===== config.mk =====
export PLATFORM = sky130hd
export DESIGN_NAME = cond_check_unit
export DESIGN_NICKNAME = d
export VERILOG_FILES = /design/src/rtl/cond_check_unit.sv
export SDC_FILE = /design/constraint.sdc
export NUM_CORES = 1
export LEC_CHECK = 0
export CORE_ASPECT_RATIO = 0.6
export CORE_MARGIN = 2
export CORE_UTILIZATION = 41
export CTS_CLUSTER_SIZE = 28
export DETAILED_ROUTE_END_ITERATION = 8
export PLACE_DENSITY_LB_ADDON = 0.2
export SYNTH_ARGS = -nofsm -noshare
export SYNTH_HDL_FRONTEND = slang
export SYNTH_SLANG_ARGS = --single-unit

===== constraint.sdc =====
create_clock -name clk -period 2.9 [get_ports clk]
set_input_delay 0.87 -clock clk [delete_from_list [all_inputs] [get_ports clk]]
set_output_delay 0.87 -clock clk [all_outputs]
set_load 0.1 [all_outputs]

===== src/rtl/cond_check_unit.sv =====
// Condition-code checker: evaluates an ARM-style condition against a snapshot
// of the NZCV flag register over a fixed three-state sequence, with saturating
// pass/fail event counters.
module cond_check_unit #(
  parameter int unsigned CNT_W = 8
) (
  input  logic             clk,
  input  logic             reset,
  input  logic [3:0]       nzcv_in,
  input  logic             nzcv_we,
  input  logic [3:0]       cond,
  input  logic             req,
  output logic             busy,
  output logic             done,
  output logic             pass,
  output logic [3:0]       nzcv_q,
  output logic [CNT_W-1:0] pass_cnt,
  output logic [CNT_W-1:0] fail_cnt
);

  typedef enum logic [1:0] {
    IDLE = 2'd0,
    EVAL = 2'd1,
    DONE = 2'd2
  } state_e;

  localparam logic [CNT_W-1:0] CNT_MAX = '1;

  state_e     state_q;
  logic [3:0] cond_q;
  logic [3:0] snap_q;
  logic [3:0] snap_d;
  logic       res_q;
  logic       res_d;

  // Bit order of the flag vector is {N, Z, C, V}.
  function automatic logic cond_eval(input logic [3:0] c, input logic [3:0] f);
    logic n;
    logic z;
    logic cf;
    logic v;
    logic r;
    n  = f[3];
    z  = f[2];
    cf = f[1];
    v  = f[0];
    case (c)
      4'h0:    r = z;
      4'h1:    r = ~z;
      4'h2:    r = cf;
      4'h3:    r = ~cf;
      4'h4:    r = n;
      4'h5:    r = ~n;
      4'h6:    r = v;
      4'h7:    r = ~v;
      4'h8:    r = cf & ~z;
      4'h9:    r = ~cf | z;
      4'hA:    r = (n == v);
      4'hB:    r = (n != v);
      4'hC:    r = ~z & (n == v);
      4'hD:    r = z | (n != v);
      4'hE:    r = 1'b1;
      default: r = 1'b0;
    endcase
    return r;
  endfunction

  // Snapshot sees a same-edge flag write (write-through).
  always_comb begin
    snap_d = nzcv_q;
    if (nzcv_we) begin
      snap_d = nzcv_in;
    end
    res_d = cond_eval(cond_q, snap_q);
  end

  // Flag register is writable in every FSM state.
  always_ff @(posedge clk or posedge reset) begin
    if (reset) begin
      nzcv_q <= 4'b0000;
    end else if (nzcv_we) begin
      nzcv_q <= nzcv_in;
    end
  end

  // Sequencer: IDLE -> EVAL -> DONE -> IDLE, outputs registered on transitions.
  always_ff @(posedge clk or posedge reset) begin
    if (reset) begin
      state_q  <= IDLE;
      cond_q   <= 4'h0;
      snap_q   <= 4'h0;
      res_q    <= 1'b0;
      busy     <= 1'b0;
      done     <= 1'b0;
      pass     <= 1'b0;
      pass_cnt <= '0;
      fail_cnt <= '0;
    end else begin
      done <= 1'b0;
      case (state_q)
        IDLE: begin
          if (req) begin
            cond_q  <= cond;
            snap_q  <= snap_d;
            busy    <= 1'b1;
            state_q <= EVAL;
          end
        end
        EVAL: begin
          res_q   <= res_d;
          state_q <= DONE;
        end
        DONE: begin
          done    <= 1'b1;
          pass    <= res_q;
          busy    <= 1'b0;
          state_q <= IDLE;
          if (res_q) begin
            if (pass_cnt != CNT_MAX) begin
              pass_cnt <= pass_cnt + CNT_W'(1);
            end
          end else begin
            if (fail_cnt != CNT_MAX) begin
              fail_cnt <= fail_cnt + CNT_W'(1);
            end
          end
        end
        default: begin
          busy    <= 1'b0;
          state_q <= IDLE;
        end
      endcase
    end
  end

endmodule


== After elaboration in Yosys (flattened, before gate mapping) ==
Cells that the tools add are included.
Storage, ports and cells
  register bits after elaboration: 34
  input bits: 12
  logic and storage cells: 56
Operators by class
  reduce and logical (&&, ||, !) cells: 6
  equal/unequal tests: 21
  muxes and demuxes: 7
  bitwise logic cells: 10
  $add $sub $neg: 2
Operators by type and width (count)
  equality test 4 bit, second input constant: 7
  adder 8 x 1 -> 8 bit, second input constant: 2
  equality test 4 x 3 -> 1 bit, second input constant: 4
  != test 8 bit, second input constant: 2
  case mux 1 bit (15 select lines): 1
  equality test 4 x 2 -> 1 bit, second input constant: 2
  inverter 1 bit: 6
  AND reduction 3 bit: 2
  equality test 4 x 1 -> 1 bit, second input constant: 1
  logical NOT 4 bit: 1
  2-to-1 mux 4 bit: 1
  case mux 2 bit (2 select lines): 1
  AND reduction 2 bit: 2
  AND 1 bit: 2
  equality test 2 x 1 -> 1 bit, second input constant: 1
  equality test 2 bit, second input constant: 1
  logical NOT 2 bit: 1
  2-to-1 mux 1 bit: 2
  2-to-1 mux 2 bit: 1
  != test 2 bit, second input constant: 1
  bitwise OR 1 bit: 2
  case mux 1 bit (2 select lines): 1
  equality test 1 bit: 1
  != test 1 bit: 1

== Logic depth before layout (Yosys ltp) ==
  depth in word-level cells: 3
  mapped depth: 6
  gate-level depth less buffers: 6

== Worst setup path after synthesis ==
Ideal clock, no wire load.
  path kind: reg-to-reg
  from: register fail_cnt[0]
  to: register fail_cnt[6]
  setup slack: 678 ps
  stages on the path, launching flop included: 7
  arrival time: 2059 ps
  required time: 2737 ps
  cell sequence: dfrtp_1 > ha_1 > nand3_2 > o211ai_4 > nor2_2 > and3_1 > xor2_1
Between the ends
  cells in the longest elaborated chain, start to end: 2
  elaborated cells between the ends (all ways): 3
RTL lines
  start, declared: RTL line 18  | output logic [CNT_W-1:0] fail_cnt
  start signal, assigned: RTL line 124  | fail_cnt <= fail_cnt + CNT_W'(1);
  branches (longest 2 deep; another with adder 8 x 1 -> 8 bit)
Parallel ways; which one is timed is not known.
A chain may end at the register's enable or synchronous reset.

== Worst setup path after layout ==
  from: register fail_cnt[4]
  to: output fail_cnt[4]
No word-level cell between the ends.

==> run_summary.xml <==
<?xml version="1.0" encoding="UTF-8"?>
<metrics>
  <group name="die">
    <metric name="design.core.area" unit="µm²">3720</metric>
    <metric name="num_io_pins" unit="">35</metric>
    <metric name="horizontal_die_dimension" unit="µm">85.0</metric>
    <metric name="die_area" unit="µm²">4470</metric>
    <metric name="initial_core_utilization" unit="">0.433</metric>
    <metric name="floorplan.rows" unit="">17</metric>
    <metric name="die_height" unit="µm">52.6</metric>
  </group>
  <group name="logic_synthesis">
    <metric name="synth-edff-count" unit="">0</metric>
    <metric name="yosysMostFrequentCell" unit="">sky130_fd_sc_hd__dfrtp_1</metric>
    <metric name="synth_top_area_share" unit="">0.528</metric>
    <metric name="synth_area_per_cell" unit="µm²">12.4</metric>
    <metric name="synth.lib_cells_used.distinct" unit="">41</metric>
    <metric name="most_used_flip_flop_cell_after_synthesis" unit="">sky130_fd_sc_hd__dfrtp_1</metric>
    <metric name="netlist.top_cell.by_area" unit="">sky130_fd_sc_hd__dfrtp_1</metric>
    <metric name="synth_sequential_area_ratio" unit="">0.528</metric>
    <metric name="ys_async_sr_fraction" unit="">1.00</metric>
    <metric name="synth.top_cells.by_count" unit="">sky130_fd_sc_hd__dfrtp_1 (34), sky130_fd_sc_hd__mux2_2 (14), sky130_fd_sc_hd__xor2_1 (8), sky130_fd_sc_hd__xnor2_1 (7), sky130_fd_sc_hd__nand3_1 (6)</metric>
    <metric name="yosysWarningCount" unit="">0</metric>
    <metric name="yosys_register_bits" unit="">34</metric>
    <metric name="synth_top_cells_by_area" unit="">sky130_fd_sc_hd__dfrtp_1 (53%), sky130_fd_sc_hd__mux2_2 (9.8%), sky130_fd_sc_hd__xor2_1 (4.3%)</metric>
    <metric name="syn_std_cell_area" unit="µm²">1610</metric>
    <metric name="number_of_instances_in_the_synthesized_netlist" unit="">130</metric>
    <metric name="synthesized_nets" unit="">144</metric>
  </group>
  <group name="clocking">
    <metric name="cts_sink_cnt" unit="">34</metric>
    <metric name="postCtsResizedCells" unit="">0</metric>
    <metric name="cts-hold-fix-buffers" unit="">0</metric>
    <metric name="worst_setup_hold_path_clk_slew" unit="ns">0.07</metric>
    <metric name="numCtsBuffers" unit="">5</metric>
    <metric name="post-cts-setup-buffer-count" unit="">0</metric>
    <metric name="tritoncts" unit="">built</metric>
    <metric name="htree_levels" unit="">2</metric>
    <metric name="clk-insertion-delay-late" unit="ns">0.28</metric>
    <metric name="cts-root-to-sink-buffers" unit="">2</metric>
    <metric name="clockRootBuffer" unit="">sky130_fd_sc_hd__clkbuf_8</metric>
  </group>
  <group name="final_layout">
    <metric name="antenna_cells" unit="">0</metric>
    <metric name="fin_nets" unit="">182</metric>
    <metric name="multi_input_comb_area" unit="µm²">717</metric>
    <metric name="layout_overhead_on_the_synthesized_area" unit="%">27.1</metric>
    <metric name="nFillCells" unit="">311</metric>
    <metric name="layout-drive-gt1-share" unit="">0.325</metric>
    <metric name="final_design_area_no_fill" unit="µm²">2050</metric>
    <metric name="seqCellArea" unit="µm²">851</metric>
  </group>
  <group name="critical_path">
    <metric name="critPathKind" unit="">reg -&gt; out</metric>
    <metric name="cpPeakStageDelay" unit="ns">0.45</metric>
    <metric name="cp-end-kind" unit="">output pin</metric>
    <metric name="timing.critical_path.cells" unit="">buf_4</metric>
    <metric name="required" unit="ns">2.03</metric>
    <metric name="path_buf_inv" unit="">1</metric>
    <metric name="cp_max_fo" unit="">6</metric>
    <metric name="highest_delay_cell_along_the_critical_path" unit="">sky130_fd_sc_hd__dfrtp_1</metric>
    <metric name="arrival_worst_endpoint" unit="ns">1.06</metric>
    <metric name="critical_path.top_delay_family" unit="">flip-flops</metric>
    <metric name="setup.worst_path.start_class" unit="">flop</metric>
  </group>
  <group name="timing">
    <metric name="max_clock_freq" unit="MHz">519</metric>
    <metric name="timing.slew.headroom" unit="">0.717</metric>
    <metric name="finalHoldViolCount" unit="">0</metric>
    <metric name="worst_margin_slew" unit="ns">0.424</metric>
    <metric name="final-max-slew-violation-count" unit="">0</metric>
    <metric name="ratio_of_final_minimum_period_to_clock_period" unit="">0.664</metric>
    <metric name="finalSetupTns" unit="ns">0</metric>
    <metric name="grt_setup_unrepaired" unit="">no</metric>
    <metric name="fin_worst_skew" unit="ns">0.00764</metric>
    <metric name="timing.final.crit_period" unit="ns">1.93</metric>
    <metric name="final-setup-viol-count" unit="">0</metric>
  </group>
  <group name="drt">
    <metric name="count_of_antenna_violating_nets_left_after_detailed_routing" unit="">0</metric>
    <metric name="vias" unit="">1105</metric>
    <metric name="per_cell_via_count_in_the_routed_design" unit="">5.12</metric>
    <metric name="drc_errors" unit="">0</metric>
    <metric name="wl" unit="µm">3000</metric>
    <metric name="drtPass1Iterations" unit="">4</metric>
    <metric name="first_iter_violations" unit="">91</metric>
    <metric name="post_drt_wl_per_cell" unit="µm">13.9</metric>
  </group>
  <group name="global_route">
    <metric name="grt_pass1_vias" unit="">1080</metric>
    <metric name="grt_start_max_net_pins" unit="">35</metric>
    <metric name="grt_antenna_before_repair" unit="">0</metric>
    <metric name="grt_usage" unit="">0.152</metric>
    <metric name="grt_pass1_wl" unit="µm">5080</metric>
    <metric name="overflow" unit="">0</metric>
  </group>
  <group name="placed_design">
    <metric name="detailedPlacementHpwl" unit="µm">2200</metric>
    <metric name="postPlaceCellArea" unit="µm²">1940</metric>
    <metric name="port_buffers" unit="">34</metric>
    <metric name="gp_congestion" unit="">0.795</metric>
  </group>
  <group name="pwr">
    <metric name="power_leakage" unit="nW">0.942</metric>
    <metric name="power_per_cell_area" unit="nW/µm²">1020</metric>
    <metric name="ir_worst_vdd" unit="V">0.000641</metric>
  </group>
  <group name="flow_run">
    <metric name="max_cap_violations" unit="">0</metric>
  </group>
  <group name="min_path">
    <metric name="hp-class" unit="">reg -&gt; reg</metric>
  </group>
  <group name="run_status">
    <metric name="status" unit="">finished, final reports clean</metric>
  </group>
</metrics>
-- flip-flops by register name, indices dropped and copies added (netlist names), 2 cells and up --
register / count
state_q: 2
pass_cnt: 8
snap_q: 4
nzcv_q: 4
fail_cnt: 8
cond_q: 4
-- worst paths after layout --
check / start / to / slack, ns / cells past startpoint
max in group asynchronous: reset / cond_q[2]$_DFFE_PP0P_ / 1.61 / 3
setup reg to reg: fail_cnt[0]$_DFFE_PP0P_ / fail_cnt[6]$_DFFE_PP0P_ / 1.33 / 6
hold / removal: fail_cnt[7]$_DFFE_PP0P_ / fail_cnt[7]$_DFFE_PP0P_ / 0.50 / 1
hold reg to reg: fail_cnt[7]$_DFFE_PP0P_ / fail_cnt[7]$_DFFE_PP0P_ / 0.50 / 1
min in group asynchronous: reset / done$_DFF_PP0_ / 0.99 / 3
setup / recovery: fail_cnt[4]$_DFFE_PP0P_ / fail_cnt[4] / 0.97 / 1
-- report_power, final --
| part | leakage [nW] | internal [W] | total (W) | switching, W |
|---|---|---|---|---|
| logic | 0.465 | 0.000263 | 0.000936 | 0.000673 |
| registers | 0.425 | 0.000587 | 0.000745 | 0.000158 |
| clock network | 0.0524 | 0.000257 | 0.000414 | 0.000157 |
-- per-layer routing --
layer,track usage,up-vias,routed length [µm]
li1,-,537,-
met1,0.197,538,1440
met2,0.236,28,1350
met3,0.0567,2,193
met4,0.0556,0,14
met5,0,-,0
-- placed cells by master, fill, tap and decap left out, types with 2 or more instances in the layout --
cell	netlist	layout
sky130_fd_sc_hd__and3_1	2	2
sky130_fd_sc_hd__buf_4	1	25
sky130_fd_sc_hd__clkbuf_1	1	2
sky130_fd_sc_hd__clkbuf_8	0	5
sky130_fd_sc_hd__clkdlybuf4s50_1	0	11
sky130_fd_sc_hd__dfrtp_1	34	34
sky130_fd_sc_hd__ha_1	2	2
sky130_fd_sc_hd__inv_1	5	5
sky130_fd_sc_hd__mux2_2	14	14
sky130_fd_sc_hd__mux2i_1	3	3
sky130_fd_sc_hd__nand2_1	5	5
sky130_fd_sc_hd__nand3_1	6	6
sky130_fd_sc_hd__nand4_1	4	4
sky130_fd_sc_hd__nor2_1	2	2
sky130_fd_sc_hd__nor2b_1	2	2
sky130_fd_sc_hd__nor3_1	3	3
sky130_fd_sc_hd__nor3b_1	3	3
sky130_fd_sc_hd__nor4bb_1	2	2
sky130_fd_sc_hd__o21ai_0	2	2
sky130_fd_sc_hd__xnor2_1	7	7
sky130_fd_sc_hd__xor2_1	8	8
-- layout make-up --
type                            instances  area share
Sequential cell                        34       0.415
Multi-Input combinational cell         86       0.350
Timing Repair Buffer                   36       0.145
Clock buffer                            7      0.0372
Tap cell                               47      0.0287
Clock inverter                          1      0.0147
Inverter                                5     0.00916
-- per-stage QoR --
step,hold slack [ns],power [W],utilization,setup WS [ns],cells
after floorplan,0.487,0.00149,-,0.678,130
after global placement,0.464,0.00167,0.522,0.722,208
after detailed placement,0.494,0.00170,0.522,0.669,208
after CTS,0.504,0.00212,0.551,0.957,216
after global routing,0.517,0.00220,0.551,0.907,216
final,0.496,0.00209,0.551,0.974,216
-- kinds of logic after synthesis --
logic type / share of synthesized area
flip-flops: 0.528
buffers and inverters: 0.0279
adder cells (fa/ha/maj): 0.0155
AND/OR/NAND/NOR: 0.147
AO/OA/AOI/OAI: 0.0737
XOR/XNOR: 0.0915
multiplexers: 0.116
Note: power is estimated with default switching activity, not from simulation.
